File: src/rtl/veririsc_datapath.sv
// VeriRISC sequencing/datapath: phase counter, PC, IR and accumulator with a
// single shared memory port. Control strobes arrive combinationally from the
// controller and take effect at the clock edge that ends the current phase.
module veririsc_datapath #(
    parameter int unsigned AWIDTH = 5,
    parameter int unsigned DWIDTH = 8
) (
    input  logic              clk,
    input  logic              rst,
    input  logic              sel,
    input  logic              rd,
    input  logic              ld_ir,
    input  logic              inc_pc,
    input  logic              halt,
    input  logic              ld_pc,
    input  logic              data_e,
    input  logic              ld_ac,
    input  logic              wr,
    input  logic [DWIDTH-1:0] mem_rdata,
    output logic [2:0]        opcode,
    output logic [2:0]        phase,
    output logic              zero,
    output logic [AWIDTH-1:0] mem_addr,
    output logic [DWIDTH-1:0] mem_wdata,
    output logic              mem_oe,
    output logic              mem_rd,
    output logic              mem_wr,
    output logic              halted
);

    typedef enum logic [2:0] {
        OP_HLT = 3'b000,
        OP_SKZ = 3'b001,
        OP_ADD = 3'b010,
        OP_AND = 3'b011,
        OP_XOR = 3'b100,
        OP_LDA = 3'b101,
        OP_STO = 3'b110,
        OP_JMP = 3'b111
    } op_e;

    logic [2:0]        phase_q, phase_d;
    logic [AWIDTH-1:0] pc_q, pc_d;
    logic [DWIDTH-1:0] ir_q, ir_d;
    logic [DWIDTH-1:0] ac_q, ac_d;
    logic              halted_q, halted_d;
    op_e               op;

    assign op = op_e'(ir_q[DWIDTH-1 -: 3]);

    // Next-state: everything freezes once halted; a halt request still honours
    // the other strobes sampled at the same edge but stops the phase counter.
    always_comb begin
        phase_d  = phase_q;
        pc_d     = pc_q;
        ir_d     = ir_q;
        ac_d     = ac_q;
        halted_d = halted_q;
        if (!halted_q) begin
            if (ld_ir) begin
                ir_d = mem_rdata;
            end
            if (ld_pc) begin
                pc_d = ir_q[AWIDTH-1:0];
            end else if (inc_pc) begin
                pc_d = pc_q + AWIDTH'(1);
            end
            if (ld_ac) begin
                case (op)
                    OP_ADD:  ac_d = ac_q + mem_rdata;
                    OP_AND:  ac_d = ac_q & mem_rdata;
                    OP_XOR:  ac_d = ac_q ^ mem_rdata;
                    OP_LDA:  ac_d = mem_rdata;
                    default: ac_d = ac_q;
                endcase
            end
            if (halt) begin
                halted_d = 1'b1;
            end else begin
                phase_d = phase_q + 3'd1;
            end
        end
    end

    // State registers with asynchronous active-high reset.
    always_ff @(posedge clk or posedge rst) begin
        if (rst) begin
            phase_q  <= '0;
            pc_q     <= '0;
            ir_q     <= '0;
            ac_q     <= '0;
            halted_q <= 1'b0;
        end else begin
            phase_q  <= phase_d;
            pc_q     <= pc_d;
            ir_q     <= ir_d;
            ac_q     <= ac_d;
            halted_q <= halted_d;
        end
    end

    assign opcode    = ir_q[DWIDTH-1 -: 3];
    assign phase     = phase_q;
    assign zero      = (ac_q == '0);
    assign mem_addr  = sel ? pc_q : ir_q[AWIDTH-1:0];
    assign mem_wdata = ac_q;
    assign mem_oe    = data_e;
    assign mem_rd    = rd;
    assign mem_wr    = wr;
    assign halted    = halted_q;

endmodule
File: config.mk
export PLATFORM = sky130hd
export DESIGN_NAME = veririsc_datapath
export DESIGN_NICKNAME = d
export VERILOG_FILES = /design/src/rtl/veririsc_datapath.sv
export SDC_FILE = /design/constraint.sdc
export NUM_CORES = 1
export LEC_CHECK = 0
export BUFFER_PORTS_ARGS = -buffer_cell sky130_fd_sc_hd__buf_4
export CORE_MARGIN = 4
export CORE_UTILIZATION = 45
export CTS_BUF_LIST = sky130_fd_sc_hd__clkbuf_8
export DETAILED_ROUTE_END_ITERATION = 10
export PLACE_DENSITY = 0.69
export SETUP_SLACK_MARGIN = 0.4
export SYNTH_ARGS = -nofsm -noshare
export SYNTH_HDL_FRONTEND = slang
export SYNTH_SLANG_ARGS = --single-unit
export TNS_END_PERCENT = 100
File: constraint.sdc
create_clock -name clk -period 4.2 [get_ports clk]
set_clock_uncertainty 0.1 [all_clocks]
set_input_delay 0.21 -clock clk [delete_from_list [all_inputs] [get_ports clk]]
set_output_delay 0.21 -clock clk [all_outputs]
set_load 0.01 [all_outputs]
After elaboration in Yosys (flattened, before gate mapping):

Index checks and enable logic that the tools add are counted.

* bits in registers: 25
* input bits: 19
* output and inout port bits: 24
* logic and storage cells: 29

* add/sub/neg operators: 3
* equal/unequal tests: 4
* multiplexer cells: 6
* bitwise operators: 4
* reductions and logical operators: 7

Operators by type and width (count)
* one-hot mux 8 bit (4 select lines): 1
* 2-to-1 mux 5 bit: 3
* adder 8 bit: 1
* AND 8 bit: 1
* logical NOT 8 bit: 1
* XOR 8 bit: 1
* equality test 3 x 2 -> 1 bit, second input constant: 2
* equality test 3 bit, second input constant: 2
* AND reduction 2 bit: 3
* adder 5 x 1 -> 5 bit, second input constant: 1
* nonzero test 4 bit: 1
* adder 3 x 1 -> 3 bit, second input constant: 1
* AND reduction 3 bit: 1
* 2-to-1 mux 1 bit: 2
* NOT 1 bit: 2
* nonzero test 2 bit: 1

Longest topological paths before layout:

Gate-level depths: netlist (run 1).

* word-level depth: 3
* depth in mapped cells: 7
* depth with buffers taken out: 7

Worst setup path before layout (run 1):

Ideal clock, no wire load.

* path kind: reg-to-reg
* from: register ac_q[0] (netlist: mem_wdata[0])
* to: register ac_q[6] (netlist: mem_wdata[6])
* library setup time: 0.125 ns
* arrival: 1.756 ns
* data required time: 3.975 ns
* setup slack: 2.220 ns
* cell stages (with the launch flop): 8
* buffers on the path: 0
* clock period less this slack: 1.980 ns
* cells stage by stage: dfrtp_1 -> ha_1 -> fa_1 -> a211oi_1 -> o21ai_0 -> o21ai_0 -> o32a_1 -> nand3_1

* cells in the longest elaborated chain, start to end: 2

RTL lines
* start: declaration: RTL line 45 `logic [DWIDTH-1:0] ac_q, ac_d;`
* start signal: assignment: RTL line 91 `ac_q <= '0;`
* start signal: assignment: RTL line 97 `ac_q <= ac_d;`
* adder 8 bit: RTL line 70 `OP_ADD: ac_d = ac_q + mem_rdata;`
* one-hot mux 8 bit (4 select lines): RTL line 69 `case (op)`

No other way between the ends.
A chain may end at the register's enable or synchronous reset.

Worst setup path in the final report (run 1):

Same ends and word-level chain as after synthesis.

==> results.txt, run 1 <==
----------------------------------------------------
[Setup path]
  Delay of the slowest critical-path stage ... 0.43 ns
  Minimum setup slack among reg-to-reg paths ... roughly 2 ns
  Crit path kind ... reg -> reg
  Highest fanout seen on the critical path ... 4
  Largest delay contributor family on the critical path ... compound AO/OA/AOI/OAI gates
  Depth of the worst register-to-register path ... 7
  CP max stage cell ... dfrtp_1
  Number of buffer and inverter stages on the critical path ... 0
  Stages on worst setup path ... 7
  Worst EP required ... 4.27 ns
  Ordered cell list for the critical path ... ha_1 -> fa_1 -> a211oi_1 -> o21ai_0 -> o21ai_0 -> o32a_1 -> nand3_1
  Kind of end point of the critical path ... register
  Critical path arrival ... 2.25 ns
  Critical Path Source Type ... register
  Reg-to-Reg Start ... mem_wdata[0]
  Reg-to-reg endpoint ... mem_wdata[6]
  Most repeated library cell on the critical path ... o21ai_0
  Worst setup path start ... mem_wdata[0]
  Worst setup path end ... mem_wdata[6]

[Pwr]
  Maximum resistive drop on vdd ... 0.2247 mV
  Cell leakage power ... ~0.94 nW
  Power density over cell area ... 319.2 nW/um^2

[Synth]
  Count of flip-flops with a built-in enable after synthesis ... 0
  Flop and latch count out of synthesis ... 25
  Combinational family with the most area after synthesis ... compound AO/OA/AOI/OAI gates
  Sequential cell area fraction in the yosys report ... 36.44%
  Post-synthesis xor/xnor area fraction ... under 10%
  Proportion of synthesized area in mux cells ... 9.184%
  Number of distinct library cell variants in the gate-level netlist after synthesis ... a little under 50
  Post-Synth Adder-Cell Area ... 8.455%
  Synth area leader ... dfrtp_1
  Share of flip-flops with an asynchronous set or reset after synthesis ... 100.0%
  Portion of synthesized cell area occupied by the leading cell type ... 36.44%
  Average cell area after synthesis ... between 10 and 15 um^2
  Top cells by area in the synthesized netlist ... dfrtp_1 (36%), mux2_2 (8.5%), ha_1 (7.3%)
  Simple-gate portion of the synthesized area ... 12.32%
  Netlist Area Pre-Place ... 1717 um^2
  Warnings, synthesis ... 0
  Syn nets ... approximately 200
  Predominant post-synthesis flop cell ... dfrtp_1
  Post-synthesis cell count ... 168
  Fraction of the mapped netlist area in compound gates ... 25.80%

[STA]
  Hold violation count in the final report ... 0
  Final clock period utilization by the worst path ... 52.03%
  Maximum clock frequency ... 0.4576 GHz
  Number of pins with negative max-slew slack in the final report ... 0
  Post-route setup TNS ... 0 ns
  Tightest Pin Transition ... a little under 1 ns
  Clock period minus worst slack ... approximately 2.2 ns
  Number of setup violations in the final report ... 0
  Worst slew margin relative to its limit ... 35.10%
  Unrepaired setup endpoints after global routing ... no
  Worst Hold Slack ... 0.05091 ns

[Floorplanning]
  Count of pins on the block boundary ... between 40 and 50
  Chip Width ... 69.77 um
  Die ar. ... 4867 um^2
  Die Y ... 69.77 um
  FP Rows ... 22
  Core Footprint ... 3661 um^2
  Initial cell density of the core ... 46.89%

[CTS]
  CTS Hold Buffers Added ... 0
  CTS H-tree lvls ... 1
  Clock latency on the worst-skew pair ... between 0.2 and 0.3 ns
  Root buffer selected by CTS ... clkbuf_8
  Clock tree from TritonCTS ... yes
  CTS clk-pin slew, worst paths ... 0.10 ns
  Number of buffers created by CTS ... 3
  Buffer depth of the longest clock path ... 2
  Resized cells post-CTS ... 0
  Post-CTS repair timing setup buffer count ... 0
  Clock sink count ... 25

[Routing]
  Total wirelength of the detailed-routed design ... 4.170 mm
  Post-route ant nets ... 0
  Via count normalized by instance count ... 5.815
  Count of routing violations after the opening detailed-route iteration ... 67
  Routed length per placed instance ... 17.16 um
  DRT Pass-1 Iters ... 4
  DRC violation count after routing ... 0
  Vias ... between 1000 and 1500

[Final layout]
  Count of antenna diodes in the layout ... 0
  Area overhead of the layout relative to synthesis ... 16.47%
  Filler cell count ... 323
  Ratio of cells with drive above 1 in the final layout ... a little under a third
  Count of nets after finishing ... 226

[GRT]
  Aggregate global-route resource usage ... 17.69%
  Wire length of the first global-routing pass ... around 7 mm
  Via count of the first global-routing pass ... 1360
  Pin count of the biggest net entering global routing ... 26
  Number of antenna violations at the first check in global routing ... 0
  Global route total overflow ... 0

[Place]
  RD Place Congestion ... 0.8687
  Half-perimeter wire length after detailed placement ... 3.116 mm
  Buffers on Ports ... 36

[Job]
  Count of maximum capacitance violations ... 0

[Run status]
  Result of the run ... completed

[Min path]
  Min-delay worst type ... in -> async

----------------------------------------------------
logic make-up (layout without fill, tap and decap cells):
kind of cell / Yosys count / after routing
multiplexers: 14 / 14
AND/OR/NAND/NOR: 38 / 38
buffers and inverters: 16 / 43
XOR/XNOR: 3 / 3
flip-flops: 25 / 25
AO/OA/AOI/OAI: 61 / 61
adder cells (fa/ha/maj): 11 / 11
cell type report:
type	instances	area, um^2	share of cell area (%)
clock inverters	1	7.507	0.3755
flip-flops and latches	25	625.6	31.29
inverters	3	11.26	0.5632
clock buffers	3	41.29	2.065
well taps	48	60.06	3.004
repair buffers	36	270.3	13.52
multi-input cells	127	983.4	49.19
placed cells by master (no fill, tap or decap), types with 2 or more instances in the layout:
| cell type | Yosys | final |
|---|---|---|
| clkbuf_8 | 1 | 3 |
| a22o_1 | 7 | 7 |
| or4_1 | 2 | 2 |
| o21ai_0 | 13 | 13 |
| nand3_1 | 2 | 2 |
| a211o_1 | 2 | 2 |
| nor2_1 | 10 | 10 |
| nor2b_1 | 3 | 3 |
| a21o_1 | 4 | 4 |
| inv_1 | 3 | 3 |
| o32a_1 | 2 | 2 |
| mux2_2 | 13 | 13 |
| nand2_1 | 7 | 7 |
| buf_4 | 8 | 36 |
| dfrtp_1 | 25 | 25 |
| a31oi_1 | 3 | 3 |
| xor2_1 | 2 | 2 |
| nor3_1 | 2 | 2 |
| o21ai_1 | 2 | 2 |
| a21oi_1 | 6 | 6 |
| ha_1 | 10 | 10 |
| a211oi_1 | 2 | 2 |
| a22oi_1 | 7 | 7 |
| nand4_1 | 4 | 4 |
| o211ai_1 | 2 | 2 |
cells in the mapped netlist (2+ instances only):
cell and count:
dfrtp_1 25, o211ai_1 2, o21ai_1 2, a211o_1 2, xor2_1 2, nand3_1 2, o32a_1 2, a21o_1 4
buf_4 8, o21ai_0 13, ha_1 10, nor2b_1 3, a31oi_1 3, a22o_1 7, nor2_1 10, a22oi_1 7
nand4_1 4, mux2_2 13, a211oi_1 2, nand2_1 7, a21oi_1 6, nor3_1 2, clkbuf_1 3, or4_1 2
inv_1 3
power by group:
part	switching [mW]	internal (mW)
registers	0.0302	0.264
logic	0.0980	0.0973
clock network	0.0815	0.0674
total	0.210	0.428
how the worst min path moves through the flow:
stage | start | to | slack [ns] | cells after the start
floorplan | rst | halted | 0.14 | 1
global placement | data_e | mem_oe | 0.32 | 0
detailed placement | data_e | mem_oe | 0.32 | 0
CTS | halt | halted | 0.06 | 3
global route | halt | halted | 0.07 | 3
finish | rst | ir_q[5] | 0.05 | 2
state kept, by name, indices dropped and copies added (netlist names):
| signal | flops |
|---|---|
| pc_q | 5 |
| halted | 1 |
| ir_q | 8 |
| phase | 3 |
| mem_wdata | 8 |
stage by stage:
step           total power, mW  utilization, %  std cells  setup WS (ns)  instance area [um^2]
2_1_floorplan           0.4246               -        168          2.220                  1717
3_3_place_gp            0.4890           53.28        239          2.105                  1951
3_5_place_dp            0.4948           53.28        239          2.049                  1951
4_1_cts                 0.6442           54.61        243          2.029                  1999
5_1_grt                 0.6800           54.61        243          1.920                  1999
6_report                0.6382           54.61        243          2.015                  1999
metal layers:
| metal | vias to the layer above | part of all wire, % | GRT usage, % |
|---|---|---|---|
| li1 | 689 | - | - |
| met1 | 691 | 46 | 25.05 |
| met2 | 31 | 49 | 27.39 |
| met3 | 2 | 4.4 | 3.478 |
| met4 | 0 | 0.58 | 4.894 |
| met5 | - | 0 | 0 |
Note: power is estimated with default switching activity, not from simulation.
==> run 2: changes to the inputs <==
--- a/config.mk
+++ b/config.mk
@@ -5,6 +5,7 @@
 export SDC_FILE = /design/constraint.sdc
 export NUM_CORES = 1
 export LEC_CHECK = 0
+export ABC_AREA = 1
 export BUFFER_PORTS_ARGS = -buffer_cell sky130_fd_sc_hd__buf_4
 export CORE_MARGIN = 4
 export CORE_UTILIZATION = 45
==> constraint.sdc (replaced) <==
create_clock -name clk -period 2.2 [get_ports clk]
set_clock_uncertainty 0.1 [all_clocks]
set_input_delay 0.11 -clock clk [delete_from_list [all_inputs] [get_ports clk]]
set_output_delay 0.11 -clock clk [all_outputs]
set_load 0.01 [all_outputs]
==> run 2 against run 1 <==
Compared with the run above:
- combinational power grew 54%
- register-to-register slack lost 1.5 ns
- critical endpoint is now zero
- critical path type is now reg -> out
- area after synthesis shrank 1.2%
- utilization grew 2.3 points
- global-route usage shrank 0.67 points
- count of clock-buffer cells in the layout is the same
- sequential cell count is the same
- total power grew 78%
- non-clock buffer count grew 5
- sequential power grew 81%
==> results.txt, run 2 <==
----------------------------------------------------
[Run status]
  Result of the run ... completed

[GRT]
  Aggregate global-route resource usage ... between 10% and 20%
  Number of antenna violations at the first check in global routing ... 0
  Global route total overflow ... 0
  Via count of the first global-routing pass ... roughly 1500
  Pin count of the biggest net entering global routing ... 26
  Wire length of the first global-routing pass ... 6.796 mm

[STA]
  Tightest Pin Transition ... 0.5053 ns
  Final clock period utilization by the worst path ... 81.28%
  Worst Hold Slack ... 0.004547 ns
  Hold violation count in the final report ... 0
  Worst slew margin relative to its limit ... 66.23%
  Number of pins with negative max-slew slack in the final report ... 0
  Maximum clock frequency ... 0.5593 GHz
  Number of setup violations in the final report ... 0
  Clock period minus worst slack ... 1.788 ns
  Post-route setup TNS ... 0 ns
  Unrepaired setup endpoints after global routing ... yes

[Synth]
  Post-synthesis cell count ... 232
  Average cell area after synthesis ... approximately 7.3 um^2
  Number of distinct library cell variants in the gate-level netlist after synthesis ... 30
  Top cells by area in the synthesized netlist ... dfrtp_1 (37%), nand2_1 (13%), ha_1 (7.4%)
  Count of flip-flops with a built-in enable after synthesis ... 0
  Predominant post-synthesis flop cell ... dfrtp_1
  Syn nets ... approximately 260
  Warnings, synthesis ... 0
  List of most frequent post-synthesis cells ... nand2_1 (58), inv_1 (26), dfrtp_1 (25)
  Most common cell in the netlist ... nand2_1
  Portion of synthesized cell area occupied by the leading cell type ... 36.87%
  Share of flip-flops with an asynchronous set or reset after synthesis ... 100.0%
  Sequential cell area fraction in the yosys report ... 36.87%
  Synth area leader ... dfrtp_1
  Flop and latch count out of synthesis ... 25
  Netlist Area Pre-Place ... about 1700 um^2

[Floorplanning]
  Core Footprint ... between 3000 and 4000 um^2
  FP Rows ... 22
  Die ar. ... 4816 um^2
  Initial cell density of the core ... 46.34%
  Count of pins on the block boundary ... 43
  Die Y ... 69.40 um
  Chip Width ... 69.40 um

[Setup path]
  Ordered cell list for the critical path ... buf_4 -> nor4_1 -> and2_1 -> buf_4
  Delay of the slowest critical-path stage ... 0.42 ns
  Crit path kind ... reg -> out
  Largest delay contributor family on the critical path ... simple AND/OR/NAND/NOR gates
  Kind of end point of the critical path ... primary output
  Number of buffer and inverter stages on the critical path ... 2
  Highest fanout seen on the critical path ... 3
  Worst EP required ... roughly 2.0 ns
  Critical path arrival ... 1.58 ns
  Critical Path Source Type ... register
  Reg-to-reg endpoint ... mem_wdata[6]
  CP max stage cell ... dfrtp_1
  Reg-to-Reg Start ... mem_wdata[0]
  Minimum setup slack among reg-to-reg paths ... 0.50 ns
  Depth of the worst register-to-register path ... 9
  Most repeated library cell on the critical path ... buf_4

[Routing]
  Count of routing violations after the opening detailed-route iteration ... 90
  Total wirelength of the detailed-routed design ... approximately 4.0 mm
  Vias ... 1573
  Post-route ant nets ... 0
  Routed length per placed instance ... 12.74 um
  Via count normalized by instance count ... 4.978
  DRC violation count after routing ... 0
  DRT Pass-1 Iters ... 4

[Pwr]
  Power density over cell area ... 545.0 nW/um^2
  Maximum resistive drop on vdd ... between 0.3 and 0.4 mV
  Cell leakage power ... 1.107 nW

[Final layout]
  Filler cell count ... between 300 and 400
  Highest-count cells in the layout ignoring fill and taps ... nand2_1 (58), buf_4 (38), inv_1 (26)
  Ratio of cells with drive above 1 in the final layout ... between 20% and 30%
  Final non-filler cell total ... around 320
  Count of antenna diodes in the layout ... 0
  Count of nets after finishing ... between 200 and 300
  Post-route design area ... between 2000 and 2500 um^2
  Area overhead of the layout relative to synthesis ... 22.79%
  Leading cell type in the layout, fill and taps excluded ... nand2_1

[Place]
  RD Place Congestion ... a little under 0.9
  Placed cell count ... 308
  Buffers on Ports ... 36
  Placed instance area ... 1977 um^2
  Half-perimeter wire length after detailed placement ... between 3 and 4 mm

[CTS]
  CTS clk-pin slew, worst paths ... 0.10 ns
  Clock tree from TritonCTS ... yes
  Buffer depth of the longest clock path ... 2
  Root buffer selected by CTS ... clkbuf_8
  Clock latency on the worst-skew pair ... 0.27 ns
  CTS H-tree lvls ... 1
  Clock sink count ... 25
  Number of buffers created by CTS ... 3

[Min path]
  Endpoint of the worst hold-timing path ... ir_q[5]
  Min-delay worst type ... in -> reg
  Hold path start ... mem_rdata[5]
  Worst Hold Path Cells ... 3

[Job]
  Count of maximum capacitance violations ... 0

----------------------------------------------------
[run 2: repair_timing]
item | CTS | global route
pin swaps | 0 | 2
hold buffers | 3 | 0
endpoints found under the hold margin | 27 | 0
resized for setup | 0 | 4
buffers inserted | 1 | 0
endpoints found under the setup margin | 2 | 2
[run 2: report_power, final]
| group | leakage, nW | switching, mW | internal, mW | total [mW] |
|---|---|---|---|---|
| clock | 0.0261 | 0.169 | 0.133 | 0.302 |
| combinational | 0.782 | 0.162 | 0.137 | 0.300 |
| sequential | 0.299 | 0.0359 | 0.497 | 0.533 |
| total | 1.11 | 0.367 | 0.768 | 1.14 |
[run 2: worst max-delay path by stage]
| stage | startpoint | endpoint | slack, ns | cells after the start |
|---|---|---|---|---|
| after global routing | mem_wdata[0] | mem_wdata[6] | 0.37 | 9 |
| after floorplan | mem_wdata[0] | mem_wdata[4] | 0.47 | 8 |
| final | mem_wdata[0] | zero | 0.41 | 4 |
| after detailed placement | mem_wdata[0] | mem_wdata[4] | 0.39 | 8 |
| after CTS | mem_wdata[0] | mem_wdata[4] | 0.42 | 8 |
| after global placement | mem_wdata[0] | mem_wdata[4] | 0.45 | 8 |
[run 2: final cells by class]
cell class              instances  area (um^2)  share of cell area [%]
multi-input cells             169        923.4                   44.32
flip-flops and latches         25        625.6                   30.03
repair buffers                 41        315.3                   15.14
inverters                      29        108.9                   5.225
well taps                      48        60.06                   2.883
clock buffers                   3        41.29                   1.982
clock inverters                 1        8.758                  0.4204
[run 2: kinds of logic (layout without fill, tap and decap cells)]
family | after synthesis | in the layout | share of synthesized area [%]
AND/OR/NAND/NOR | 109 | 109 | 27.51
AO/OA/AOI/OAI | 41 | 41 | 12.98
buffers and inverters | 38 | 74 | 9.808
flip-flops | 25 | 25 | 36.87
adder cells (fa/ha/maj) | 11 | 11 | 8.555
XOR/XNOR | 7 | 7 | 3.614
multiplexers | 1 | 1 | 0.6637
[run 2: tightest hold or removal path: stages]
cell	delay, ns
buf_4	0.10
nor2_1	0.04
a21oi_1	0.10
[run 2: per-layer routing]
| metal | routed length [um] | track usage [%] | part of all wire [%] |
|---|---|---|---|
| met2 | 1829 | 27.01 | 45 |
| met5 | 0 | 0 | 0 |
| met1 | 1926 | 23.29 | 48 |
| met4 | 24 | 5.206 | 0.60 |
| met3 | 245 | 3.478 | 6.1 |
[run 2: per-stage QoR]
step / setup slack [ns] / utilization, % / total power, mW
after global placement: 0.4487 / 54.00 / 0.8335
after floorplan: 0.4666 / - / 0.7269
final: 0.4119 / 56.90 / 1.135
after detailed placement: 0.3853 / 54.00 / 0.8357
after CTS: 0.4177 / 56.39 / 1.143
after global routing: 0.3727 / 56.90 / 1.207
